### src/rtl/pl_bypass_regfile.sv
// Pipelined register file with EX/WB bypass network and load-use hazard control.
// Optional macro PL_BYPASS_ZERO_REG_EN hardwires register 0 to zero.
module pl_bypass_regfile #(
    parameter int DATA_W = 16,
    parameter int NREG   = 16,
    localparam int AW    = $clog2(NREG)
) (
    input  logic              clk,
    input  logic              rst_n,
    input  logic              id_valid,
    input  logic [AW-1:0]     id_rs1,
    input  logic [AW-1:0]     id_rs2,
    input  logic              id_rs1_used,
    input  logic              id_rs2_used,
    input  logic [AW-1:0]     id_rd,
    input  logic              id_rd_wr,
    input  logic              id_is_load,
    input  logic              flush,
    input  logic [DATA_W-1:0] ex_result,
    input  logic [DATA_W-1:0] dmem_rdata,
    output logic [DATA_W-1:0] rs1_data,
    output logic [DATA_W-1:0] rs2_data,
    output logic              stall,
    output logic              wb_wr,
    output logic [AW-1:0]     wb_rd,
    output logic [DATA_W-1:0] wb_wdata
);

`ifdef PL_BYPASS_ZERO_REG_EN
    localparam bit ZERO_REG = 1'b1;
`else
    localparam bit ZERO_REG = 1'b0;
`endif

    logic [DATA_W-1:0] rf [NREG];

    logic              ex_vld;
    logic [AW-1:0]     ex_rd;
    logic              ex_wr;
    logic              ex_load;

    logic              wb_vld;
    logic [AW-1:0]     wb_rd_q;
    logic              wb_wr_tag;
    logic              wb_load;
    logic [DATA_W-1:0] wb_alu_q;

    logic              ex_rd_nz;
    logic              wb_rd_nz;
    logic              ex_fwd;
    logic              rs1_ld_hit;
    logic              rs2_ld_hit;
    logic [AW-1:0]     src [2];
    logic [DATA_W-1:0] op  [2];

    assign ex_rd_nz = !ZERO_REG || (ex_rd != '0);
    assign wb_rd_nz = !ZERO_REG || (wb_rd_q != '0);

    assign wb_wr    = wb_vld & wb_wr_tag & wb_rd_nz;
    assign wb_rd    = wb_rd_q;
    assign wb_wdata = wb_load ? dmem_rdata : wb_alu_q;

    // Loads in EX cannot forward; their data only exists once in WB.
    assign ex_fwd = ex_vld & ex_wr & !ex_load & ex_rd_nz;

    assign rs1_ld_hit = id_rs1_used & (id_rs1 == ex_rd);
    assign rs2_ld_hit = id_rs2_used & (id_rs2 == ex_rd);
    assign stall = id_valid & !flush & ex_vld & ex_wr & ex_load & ex_rd_nz
                 & (rs1_ld_hit | rs2_ld_hit);

    assign src[0] = id_rs1;
    assign src[1] = id_rs2;

    // Later assignments take priority: EX (youngest) over WB over the array.
    always_comb begin
        for (int unsigned s = 0; s < 2; s++) begin
            op[s] = rf[src[s]];
            if (ZERO_REG && src[s] == '0)
                op[s] = '0;
            if (wb_wr && wb_rd_q == src[s])
                op[s] = wb_wdata;
            if (ex_fwd && ex_rd == src[s])
                op[s] = ex_result;
        end
    end

    assign rs1_data = op[0];
    assign rs2_data = op[1];

    always_ff @(posedge clk or negedge rst_n) begin
        if (!rst_n) begin
            ex_vld    <= 1'b0;
            ex_rd     <= '0;
            ex_wr     <= 1'b0;
            ex_load   <= 1'b0;
            wb_vld    <= 1'b0;
            wb_rd_q   <= '0;
            wb_wr_tag <= 1'b0;
            wb_load   <= 1'b0;
            wb_alu_q  <= '0;
        end else begin
            ex_vld    <= id_valid & !stall & !flush;
            ex_rd     <= id_rd;
            ex_wr     <= id_rd_wr;
            ex_load   <= id_is_load;
            wb_vld    <= ex_vld;
            wb_rd_q   <= ex_rd;
            wb_wr_tag <= ex_wr;
            wb_load   <= ex_load;
            wb_alu_q  <= ex_result;
        end
    end

    always_ff @(posedge clk or negedge rst_n) begin
        if (!rst_n) begin
            for (int unsigned i = 0; i < NREG; i++)
                rf[i] <= '0;
        end else if (wb_wr) begin
            rf[wb_rd_q] <= wb_wdata;
        end
    end

endmodule

### config.mk
export PLATFORM = sky130hd
export DESIGN_NAME = pl_bypass_regfile
export DESIGN_NICKNAME = d
export VERILOG_FILES = /design/src/rtl/pl_bypass_regfile.sv
export SDC_FILE = /design/constraint.sdc
export NUM_CORES = 1
export LEC_CHECK = 0
export ABC_AREA = 1
export ABC_CLOCK_PERIOD_IN_PS = 3500
export CAP_MARGIN = 20
export CORE_MARGIN = 4
export CORE_UTILIZATION = 30
export DETAILED_ROUTE_END_ITERATION = 8
export SKIP_CTS_REPAIR_TIMING = 1
export SLEW_MARGIN = 10
export SYNTH_ARGS = -nofsm -noshare
export SYNTH_HDL_FRONTEND = slang
export SYNTH_SLANG_ARGS = --single-unit
### constraint.sdc
create_clock -name clk -period 3.5 [get_ports clk]
set_clock_uncertainty 0.1 [all_clocks]
set_input_delay 0.7 -clock clk [delete_from_list [all_inputs] [get_ports clk]]
set_output_delay 0.7 -clock clk [all_outputs]
set_load 0.01 [all_outputs]
# After elaboration in Yosys (flattened, before gate mapping)
# Cells that the tools add are included.
# totals
mem_count	0
ff_bits	286
romBits	0
word_cells	73
mem_bits_rw	0
latch_bits	0
input_bits	52
# classes
n_addsub	0
muxes	14
eq_ne	6
n_lt_le_gt_ge	4
div_mod_pow	0
n_bitwise	16
n_reduce_logical	8
shifts	0
mul	0
# op_table
cell	n
$bwmux 256	1
$mux 16	10
$bmux 16 s4	2
$demux 16 s4	1
$eq 4x4->1	6
$ge 5x5->1 const B	3
$not 4->5	3
$and 1x1->1	12
$logic_and 1x1->1	5
$lt 5x1->1 const B	1
$logic_not 1->1	3
$or 1x1->1	1

# Longest topological paths before layout
# Gate-level depths: netlist (run 1).
# depth
word_depth	9
mapped_depth	10
depth_no_buf	9

# Worst setup path after synthesis (run 1)
# No wires, ideal clock.
# synth_timing
path_type	input to output
from	in id_rs2[2]
to	out rs2_data[10]
setup_slack_ns	0.995
required_ns	2.700
path_buffers	2
path_stages	8
arrival_ns	1.705
path_cell_list	buf_2 > xor2_1 > nor2_1 > nand2_1 > nor2_2 > buf_2 > nand2_1 > nand2_1
# synth_between
elab_chain_len	6
word_cells_on_any_way	10
cone_classes	eq/ne (2); mux (5); bitwise (1); reduce/logical (2)
# synth_lines
element	line	rtl
start: declaration	12	input logic [AW-1:0] id_rs2,
$not 4->5 (implied by the code)	77	op[s] = rf[src[s]];
$bmux 16 s4	77	
$mux 16 (implied by the code) (2 in a row)	77	
$mux 16	80	if (wb_wr && wb_rd_q == src[s])
$mux 16 (*)	82	if (ex_fwd && ex_rd == src[s])
end: declaration	22	output logic [DATA_W-1:0] rs2_data,
# Every way passes the cells marked *; elsewhere a longest branch is shown, timed or not. The select of a mux whose other input is x is not followed.

# Worst setup path after layout (run 1)
# layout_timing
from	in id_rs2[1]
to	out rs2_data[0]
# The elaborated chain is that of the path after synthesis.

==> impl_metrics.csv, run 1 <==
group,metric,value,unit
sta,relSlewSlack,57.63,%
power,clkPwrFrac,35.7,%
power,seqPwrFrac,40.5,%
worst_hold_path,hp-class,"in -> async",
logic_synthesis,yosys-top-cells-count,"nand2_1, nand3_1, dfrtp_1",
run_status,status,"complete, no violations",
sta,worst_slack,0.04246,ns
global_routing,grt_pass1_vias,16010,
logic_synthesis,synth_most_common_cell,"nand2_1",
sta,period_minus_slack,3.458,ns
worst_setup_path,r2r-end,"rf[29]",
final_layout,insertedDiodeCount,0,
routing,wl_per_cell,18.84,um
worst_setup_path,r2r_cells,6,
worst_setup_path,cp-startpoint,"id_rs2[1]",
run,drv_cap,0,
logic_synthesis,synth_flop_cell,"dfrtp_1",
sta,rsz0062_at_grt,"no",
sta,hold_viol_final,0,
final_layout,syn_to_final_growth,19.63,%
placement,gp_congestion,0.8658,
routing,drt_iter0_drc,1912,
logic_synthesis,synth_fa_ha_area_share,0,%
sta,clock.fmax,289.2,MHz
global_routing,grt_pass1_wl,97460,um
die,rows,86,
logic_synthesis,synth_top_area_share,42.60,%
final_layout,final_cells,3345,
final_layout,drive_gt1_share,5.814,%
routing,wl_met3,4426,um
clock_tree,root_buffer,"clkbuf_16",
logic_synthesis,synthSimpleGateAreaFrac,37.50,%
worst_setup_path,worstPathRequired,2.70,ns
logic_synthesis,synth_enable_flop_cells,0,
logic_synthesis,ys_seq_area_share,42.60,%
placement,place_area,18910,sq um
clock_tree,clock_latency,0.53,ns
routing,drt-total-wl,63010,um
worst_setup_path,cp.arrival,2.66,ns
clock_tree,cts_tree,"yes",
power,power,10370,uW
die,die_area,59850,sq um
logic_synthesis,synth_cell_type_count,23,
global_routing,antenna_found_initial,0,
sta,slew_viol_final,0,
logic_synthesis,synth-async-reset-ratio,100.0,%
worst_setup_path,path_class,"in -> out",
global_routing,grt_overflow,0,
logic_synthesis,yosysWarnings,0,
die,die_y,244.7,um
die,core,55310,sq um
placement,dp.cells,3286,
logic_synthesis,synthCells,2537,
routing,vias_per_cell,5.042,
die,ios,106,
logic_synthesis,synthMuxAreaShare,0,%
routing,drc,0,
logic_synthesis,synth_top_family_by_area,"simple AND/OR/NAND/NOR gates",
sta,holdWs,0.01991,ns
logic_synthesis,synth_xor_xnor_area_share,0.5213,%
power,p_comb_share,23.8,%
logic_synthesis,netlist.top_cell.by_area,"dfrtp_1",
sta,period_share,98.79,%
worst_setup_path,cp_max_fo,13,
clock_tree,cts.reportedPaths.clkPinSlew,0.06,ns
global_routing,grt_usage,20.71,%
logic_synthesis,syn_area,16800,sq um
power,swShare,31.79,%
placement,dpl.hpwl,39570,um
power,power_density,515.8,nW/um^2
sta,worst_slew_pin_slew,0.6348,ns
power,power.leakage,0.01082,uW
worst_setup_path,cp-start-kind,"input port",
logic_synthesis,synth_compound_area_share,7.834,%
global_routing,grt_max_degree,93,
die,die_w,244.7,um
final_layout,design_area,20100,sq um
routing,drtAntennaViolNets,0,
worst_setup_path,critPathCaptureType,"primary output",
clock_tree,numCtsBuffers,34,
logic_synthesis,syn_nets,2589,
routing,dr.pass1.iters,8,
placement,io_buffers,105,
placement,pre_cts_slack,-0.04973,ns
logic_synthesis,synth.area.top_cells,"dfrtp_1, nand2_1, nand3_1",
power,switchingPower,3295,uW
routing,wl_met1,26330,um
final_layout,nNetsFinal,2626,
routing,dr.max_layer_used,"met4",
clock_tree,htree_levels,2,
die,initial_core_util,30.38,%
power,worst_ir_drop_vdd,0.3426,mV
logic_synthesis,syn_avg_cell_area,6.622,sq um
routing,num_vias,16870,
logic_synthesis,synth_seq_cells,286,
sta,setup_viol,0,
final_layout,fillers,5946,
worst_setup_path,regToRegStartpoint,"wb_load",
clock_tree,clock_sink_count,286,
clock_tree,cts_max_path_buffers,3,
worst_setup_path,ff2ff_setup_slack,1.54,ns
routing,wl_met2,29380,um
worst_setup_path,crit_end,"rs2_data[0]",
power,p_int,7072,uW
==> cell usage in the layout (no fill, tap or decap), types with 9 or more instances in the layout <==
cell type        instances
nand3_1                484
o21ai_1                151
nor2_1                  79
o21ai_0                111
dlymetal6s2s_1          17
buf_12                  32
clkbuf_1                 9
clkbuf_16               37
inv_1                  280
dfrtp_1                286
buf_4                   47
nand2_1                935
clkdlybuf4s50_1         81
==> power by group through the flow <==
stage                     Sequential (uW)  Clock, uW  Combinational [uW]
after floorplan                      4180          0                1630
after global placement               4240          0                2440
after detailed placement             4240          0                2460
after CTS                            4200       3760                2470
after global routing                 4270       3900                2820
final                                4200       3700                2460
==> worst min-delay path by stage <==
| stage | start | to |
|---|---|---|
| 2_1_floorplan | ex_load | wb_load |
| 3_3_place_gp | ex_load | wb_load |
| 3_5_place_dp | ex_load | wb_load |
| 4_1_cts | rst_n | rf[122] |
| 5_1_grt | rst_n | rf[122] |
| 6_report | rst_n | rf[122] |
==> state kept, by name, indices dropped and copies added, names as in the netlist <==
| register | count |
|---|---|
| ex_load | 1 |
| ex_rd | 4 |
| ex_vld | 1 |
| ex_wr | 1 |
| rf | 256 |
| wb_alu_q | 16 |
| wb_load | 1 |
| wb_rd | 4 |
| wb_vld | 1 |
| wb_wr_tag | 1 |
==> cell families after synthesis <==
family	Yosys count
AND/OR/NAND/NOR	1507
buffers and inverters	471
flip-flops	286
AO/OA/AOI/OAI	263
XOR/XNOR	10
==> routing by layer <==
layer / vias to the layer above / track usage, %
met5: - / 0
met4: 0 / 9.230
met3: 159 / 3.539
met2: 666 / 33.77
met1: 7987 / 27.08
li1: 8053 / -
==> worst max-delay path, stage by stage <==
cell and delay, ns:
buf_2 0.32, buf_4 0.31, nand3_1 0.11, nand3_1 0.09, nand3_1 0.25, nand3_1 0.20
nand2_1 0.06, nand2_1 0.06, clkdlybuf4s50_1 0.55
==> stage by stage <==
step                      util, %  setup TNS [ns]
final                       36.34               0
after global routing        36.34               0
after CTS                   36.26         -0.5480
after detailed placement    34.18         -0.4572
after global placement      34.18        -0.04993
after floorplan                 -               0
==> final cells by class <==
| cell class | instances | area, sq um | area share, % |
|---|---|---|---|
| Multi-Input combinational cell | 1780 | 7705 | 38.33 |
| Sequential cell | 286 | 7157 | 35.61 |
| Timing Repair Buffer | 183 | 2063 | 10.27 |
| Inverter | 289 | 1092 | 5.435 |
| Clock buffer | 51 | 1028 | 5.117 |
| Tap cell | 748 | 935.9 | 4.656 |
| Clock inverter | 8 | 117.6 | 0.5852 |
Note: power is estimated with default switching activity, not from simulation.
==> inputs of run 2 (changes only) <==
Settings changed: CTS_CLUSTER_SIZE set to 12.
==> run 2 against run 1 <==
  * Worst hold slack better by 0.0038 ns
  * First-iteration DRC count grew 3.3%
  * Clock-buffer cell count is 3 higher
  * Critical path type unchanged
  * Sequential power is essentially flat
  * Critical endpoint unchanged
  * Highest routed layer unchanged
  * Via count fell by 0.47%
  * Register-to-register slack about the same
==> impl_metrics.csv, run 2 (same netlist as run 1, synthesis figures left out) <==
group,metric,value,unit
final_layout,final_common_cell,"nand2_1",
clock_tree,cts_tree,"yes",
routing,drc,0,
clock_tree,cts_max_path_buffers,3,
sta,hold_viol_final,0,
worst_setup_path,ff2ff_setup_slack,1.54,ns
final_layout,layout_common_cells,"nand2_1, nand3_1, dfrtp_1, inv_1, o21ai_1",
clock_tree,numCtsBuffers,34,
worst_setup_path,cp.arrival,2.64,ns
final_layout,largest_reg_flops,256,
final_layout,syn_to_final_growth,19.65,%
run,drv_cap,0,
placement,io_buffers,105,
sta,relSlewSlack,58.78,%
final_layout,largest-register,"rf",
routing,dr.pass1.iters,7,
clock_tree,cts.reportedPaths.clkPinSlew,0.06,ns
worst_setup_path,worstPathCellList,"buf_2 > buf_4 > nand3_1 > nand3_1 > nand3_1 > nand3_1 > nand2_1 > nand2_1 > clkdlybuf4s50_1",
final_layout,utilization,36.35,%
final_layout,nNetsFinal,2626,
power,worst_ir_drop_vdd,0.3403,mV
worst_setup_path,crit_top_cell,"nand3_1",
worst_setup_path,critical-path-slowest-cell,"clkdlybuf4s50_1",
power,power.leakage,0.01082,uW
sta,slew_viol_final,0,
power,power,10380,uW
power,p_int,7095,uW
clock_tree,htree_levels,2,
power,switchingPower,3281,uW
worst_setup_path,r2r-end,"rf[29]",
sta,rsz0062_at_grt,"no",
final_layout,insertedDiodeCount,0,
power,seqPwrFrac,40.5,%
die,die_y,244.7,um
sta,worst_slew_pin_slew,0.6176,ns
final_layout,reg.largest.list,"rf x256, wb_alu_q x16",
worst_setup_path,regToRegStartpoint,"wb_load",
sta,period_share,98.33,%
worst_setup_path,cp_max_fo,13,
global_routing,grt_max_degree,93,
routing,drt-total-wl,63020,um
clock_tree,clock_sink_count,286,
routing,wl_per_cell,18.84,um
placement,pre_cts_slack,-0.04973,ns
power,clkPwrFrac,35.8,%
die,initial_core_util,30.38,%
final_layout,fillers,5944,
die,die_area,59850,sq um
placement,dpl.hpwl,39570,um
routing,vias_per_cell,5.018,
global_routing,grt_pass1_wl,97480,um
clock_tree,clock_latency,0.53,ns
sta,setup_viol,0,
global_routing,antenna_found_initial,0,
sta,clock.fmax,290.6,MHz
die,core,55310,sq um
worst_setup_path,path_class,"in -> out",
placement,place_area,18910,sq um
power,swShare,31.62,%
clock_tree,root_buffer,"clkbuf_16",
worst_setup_path,max_stage_delay,0.55,ns
run_status,status,"complete, no violations",
die,ios,106,
sta,tns,0,ns
global_routing,grt_pass1_vias,15980,
worst_setup_path,worstPathRequired,2.70,ns
routing,num_vias,16790,
power,p_comb_share,23.7,%
global_routing,grt_usage,20.73,%
die,die_w,244.7,um
worst_setup_path,r2r_cells,6,
power,power_density,516.1,nW/um^2
final_layout,drive_gt1_share,5.737,%
sta,worst_slack,0.05840,ns
worst_setup_path,cp-start-kind,"input port",
worst_hold_path,hp-class,"in -> async",
placement,gp_congestion,0.8658,
routing,drtAntennaViolNets,0,
die,rows,86,
worst_setup_path,critPathCaptureType,"primary output",
global_routing,grt_overflow,0,
final_layout,design_area,20100,sq um
routing,drt_iter0_drc,1976,
sta,period_minus_slack,3.442,ns
==> run 2: cell count changes in the layout (fill, tap and decap cells not counted), sizes merged <==
| cell | delta |
|---|---|
| clkinv | -2 |
| clkbuf | +3 |
| clkinvlp | -1 |
==> run 2: stage by stage <==
stage | instances | hold WS, ns
floorplan | 2537 | 0.2658
global placement | 3286 | 0.2748
detailed placement | 3286 | 0.2815
CTS | 3345 | 0.02475
global route | 3345 | 0.04968
finish | 3345 | 0.02367
==> run 2: worst max-delay path by stage <==
stage	slack (ns)	from	cells after the start	to
after floorplan	0.99	id_rs2[2]	8	rs2_data[10]
after global placement	-0.02	id_rs2[2]	9	rs2_data[11]
after detailed placement	-0.05	id_rs2[2]	9	rs2_data[11]
after CTS	-0.06	id_rs2[2]	9	rs2_data[11]
after global routing	0.02	id_rs2[1]	9	rs2_data[6]
final	0.06	id_rs2[1]	9	rs2_data[0]
==> run 2: area by class of cell <==
class                      instances  area [sq um]  area share (%)
clock buffer                      54          1050           5.222
clock inverter                     5         100.1          0.4979
inverter                         289          1092           5.434
multi-input combinational       1780          7705           38.33
sequential                       286          7157           35.60
tap                              748         935.9           4.656
timing repair buffer             183          2063           10.26
==> run 2: layer usage <==
layer	routed length, um	GRT usage, %	vias to the layer above
met1	26280	27.26	7942
met2	29610	33.87	643
li1	-	-	8055
met5	0	0	-
met3	4388	3.376	145
met4	2743	8.928	0
==> run 2: critical path: cells and delay by family <==
family                 cells  cell delay, ns
buffers and inverters      3            1.18
AND/OR/NAND/NOR            6            0.75
==> run 2: power by group through the flow <==
stage          logic (uW)  clock network, uW  registers, uW
6_report             2460               3710           4200
5_1_grt              2820               3920           4270
4_1_cts              2470               3780           4200
3_5_place_dp         2460                  0           4240
3_3_place_gp         2440                  0           4240
2_1_floorplan        1630                  0           4180
==> inputs of run 3 (changes only) <==
Settings changed: CAP_MARGIN 20 to unset, CTS_CLUSTER_SIZE 12 to 24, RECOVER_POWER set to 100.
==> run 3 against run 2 <==
  * Highest routed layer unchanged
  * Die area is the same
  * First-iteration DRC count grew 6.5%
  * Largest cell class unchanged
  * Wire length shrank 0.18%
  * Largest power group unchanged
  * Sequential share of layout area grew 0.16 points
  * Non-clock buffer count is the same
  * Sequential power is essentially flat
  * Critical path depth is the same
  * Worst hold slack gained 0.27 ns
  * Critical endpoint unchanged
  * Clock-buffer cell count shrank 3
  * The flow now finishes with violations (capacitance limit, slew limit)
  * Design area shrank 0.45%
==> impl_metrics.csv, run 3 (same netlist as run 1, synthesis figures left out) <==
group,metric,value,unit
placement,pre_cts_slack,-0.04973,ns
routing,drt_iter0_drc,2105,
placement,io_buffers,105,
worst_setup_path,cp-start-kind,"input port",
final_layout,fillers,5960,
routing,vias_per_cell,5.016,
global_routing,antenna_found_initial,0,
sta,setup_viol,0,
clock_tree,cts_tree,"yes",
routing,num_vias,16780,
sta,period_minus_slack,3.453,ns
power,power.leakage,0.01080,uW
run_status,status,"finished, violations left",
worst_hold_path,worstHoldStart,"ex_load",
routing,drtAntennaViolNets,0,
final_layout,final_cells,3345,
sta,relSlewSlack,-24.19,%
worst_setup_path,critPathCaptureType,"primary output",
die,rows,86,
clock_tree,clock_latency,0.53,ns
placement,place_area,18910,sq um
routing,drt-total-wl,62900,um
final_layout,design_area,20010,sq um
final_layout,insertedDiodeCount,0,
final_layout,layout_common_cells,"nand2_1, nand3_1, dfrtp_1, inv_1, o21ai_0",
final_layout,nNetsFinal,2626,
clock_tree,numCtsBuffers,34,
clock_tree,cts_max_path_buffers,3,
placement,dpl.hpwl,39570,um
final_layout,utilization,36.18,%
final_layout,final_common_cell,"nand2_1",
final_layout,multi_input_area,7697,sq um
die,die_area,59850,sq um
routing,wl_per_cell,18.80,um
worst_hold_path,whs_path_depth,0,
worst_setup_path,cp.arrival,2.65,ns
die,die_w,244.7,um
worst_setup_path,worstPathRequired,2.70,ns
sta,worst_slew_pin_slew,1.863,ns
run_status,violations,"capacitance limit, slew limit",
final_layout,reg.largest.list,"rf x256, wb_alu_q x16",
final_layout,drive_gt1_share,5.429,%
sta,slew_viol_final,96,
die,ios,106,
die,core,55310,sq um
sta,hold_viol_final,0,
placement,dp.cells,3286,
sta,clock.fmax,289.6,MHz
final_layout,largest_reg_flops,256,
placement,gp_congestion,0.8658,
worst_setup_path,r2r_cells,5,
global_routing,grt_pass1_wl,97460,um
sta,worst_slack,0.04741,ns
power,power_density,514.8,nW/um^2
global_routing,grt_pass1_vias,16010,
die,die_y,244.7,um
clock_tree,htree_levels,2,
global_routing,grt_usage,20.71,%
routing,drc,0,
global_routing,grt_overflow,0,
global_routing,grt_max_degree,93,
die,initial_core_util,30.38,%
worst_setup_path,regToRegStartpoint,"wb_rd[0]",
clock_tree,root_buffer,"clkbuf_16",
worst_setup_path,cp-startpoint,"id_rs2[1]",
sta,period_share,98.65,%
final_layout,syn_to_final_growth,19.11,%
final_layout,regArea,7157,sq um
worst_setup_path,cp_max_fo,13,
worst_setup_path,path_class,"in -> out",
worst_hold_path,hp-class,"reg -> reg",
clock_tree,cts.reportedPaths.clkPinSlew,0.06,ns
clock_tree,clock_sink_count,286,
final_layout,largest-register,"rf",
sta,rsz0062_at_grt,"no",
routing,dr.pass1.iters,6,
power,worst_ir_drop_vdd,0.3428,mV
run,drv_cap,2,
==> run 3: cell types whose count changed in the layout (fill, tap and decap cells not counted), moves of 2 or more <==
cell,delta
inv_2,-3
clkinv_2,+2
buf_12,-2
clkdlybuf4s50_1,-43
o21ai_0,+141
o21ai_1,-141
dlygate4sd3_1,+43
clkbuf_2,+8
clkbuf_1,+4
buf_4,-10
inv_1,+3
==> run 3: worst paths after layout <==
check                         endpoint  slack [ns]
max                        rs2_data[0]        0.05
min                            wb_load        0.29
max reg2reg                     rf[39]        0.80
min reg2reg                    wb_load        0.29
max in group asynchronous     ex_rd[3]        0.79
min in group asynchronous      rf[122]        0.49
==> run 3: layout make-up <==
type / count / share of cell area (%)
clock buffers: 51 / 5.139
clock inverters: 8 / 0.5877
inverters: 289 / 5.458
multi-input cells: 1780 / 38.46
flip-flops and latches: 286 / 35.76
well taps: 748 / 4.677
repair buffers: 183 / 9.910
==> run 3: worst max-delay path: stages <==
cell and delay [ns]:
buf_2 0.31, buf_4 0.31, nand3_1 0.11, nand3_1 0.09, nand3_1 0.25, nand3_1 0.21, nand2_1 0.07, nand2_1 0.06
clkdlybuf4s50_1 0.55
==> run 3: metal layers <==
metal	vias to the layer above	global-route usage (%)	share of wire, %
met4	0	9.230	4.7
met1	7902	27.08	41
li1	8030	-	-
met5	-	0	0
met3	164	3.539	7.4
met2	684	33.77	47
==> run 3: where the power goes <==
| group | leakage, uW | internal [uW] | switching (uW) | total, uW |
|---|---|---|---|---|
| logic | 0.00720 | 884 | 1520 | 2400 |
| registers | 0.00304 | 3900 | 308 | 4200 |
| clock network | 0.000561 | 2250 | 1450 | 3700 |
| total | 0.0108 | 7030 | 3270 | 10300 |
==> run 3: per-stage QoR <==
stage	setup TNS, ns	hold WS (ns)	total power, uW
after detailed placement	-0.4572	0.2815	6707
after CTS	-0.5480	0.02475	10420
final	0	0.2921	10300
after global routing	0	0.3120	10930
after global placement	-0.04993	0.2748	6676
after floorplan	0	0.2658	5814
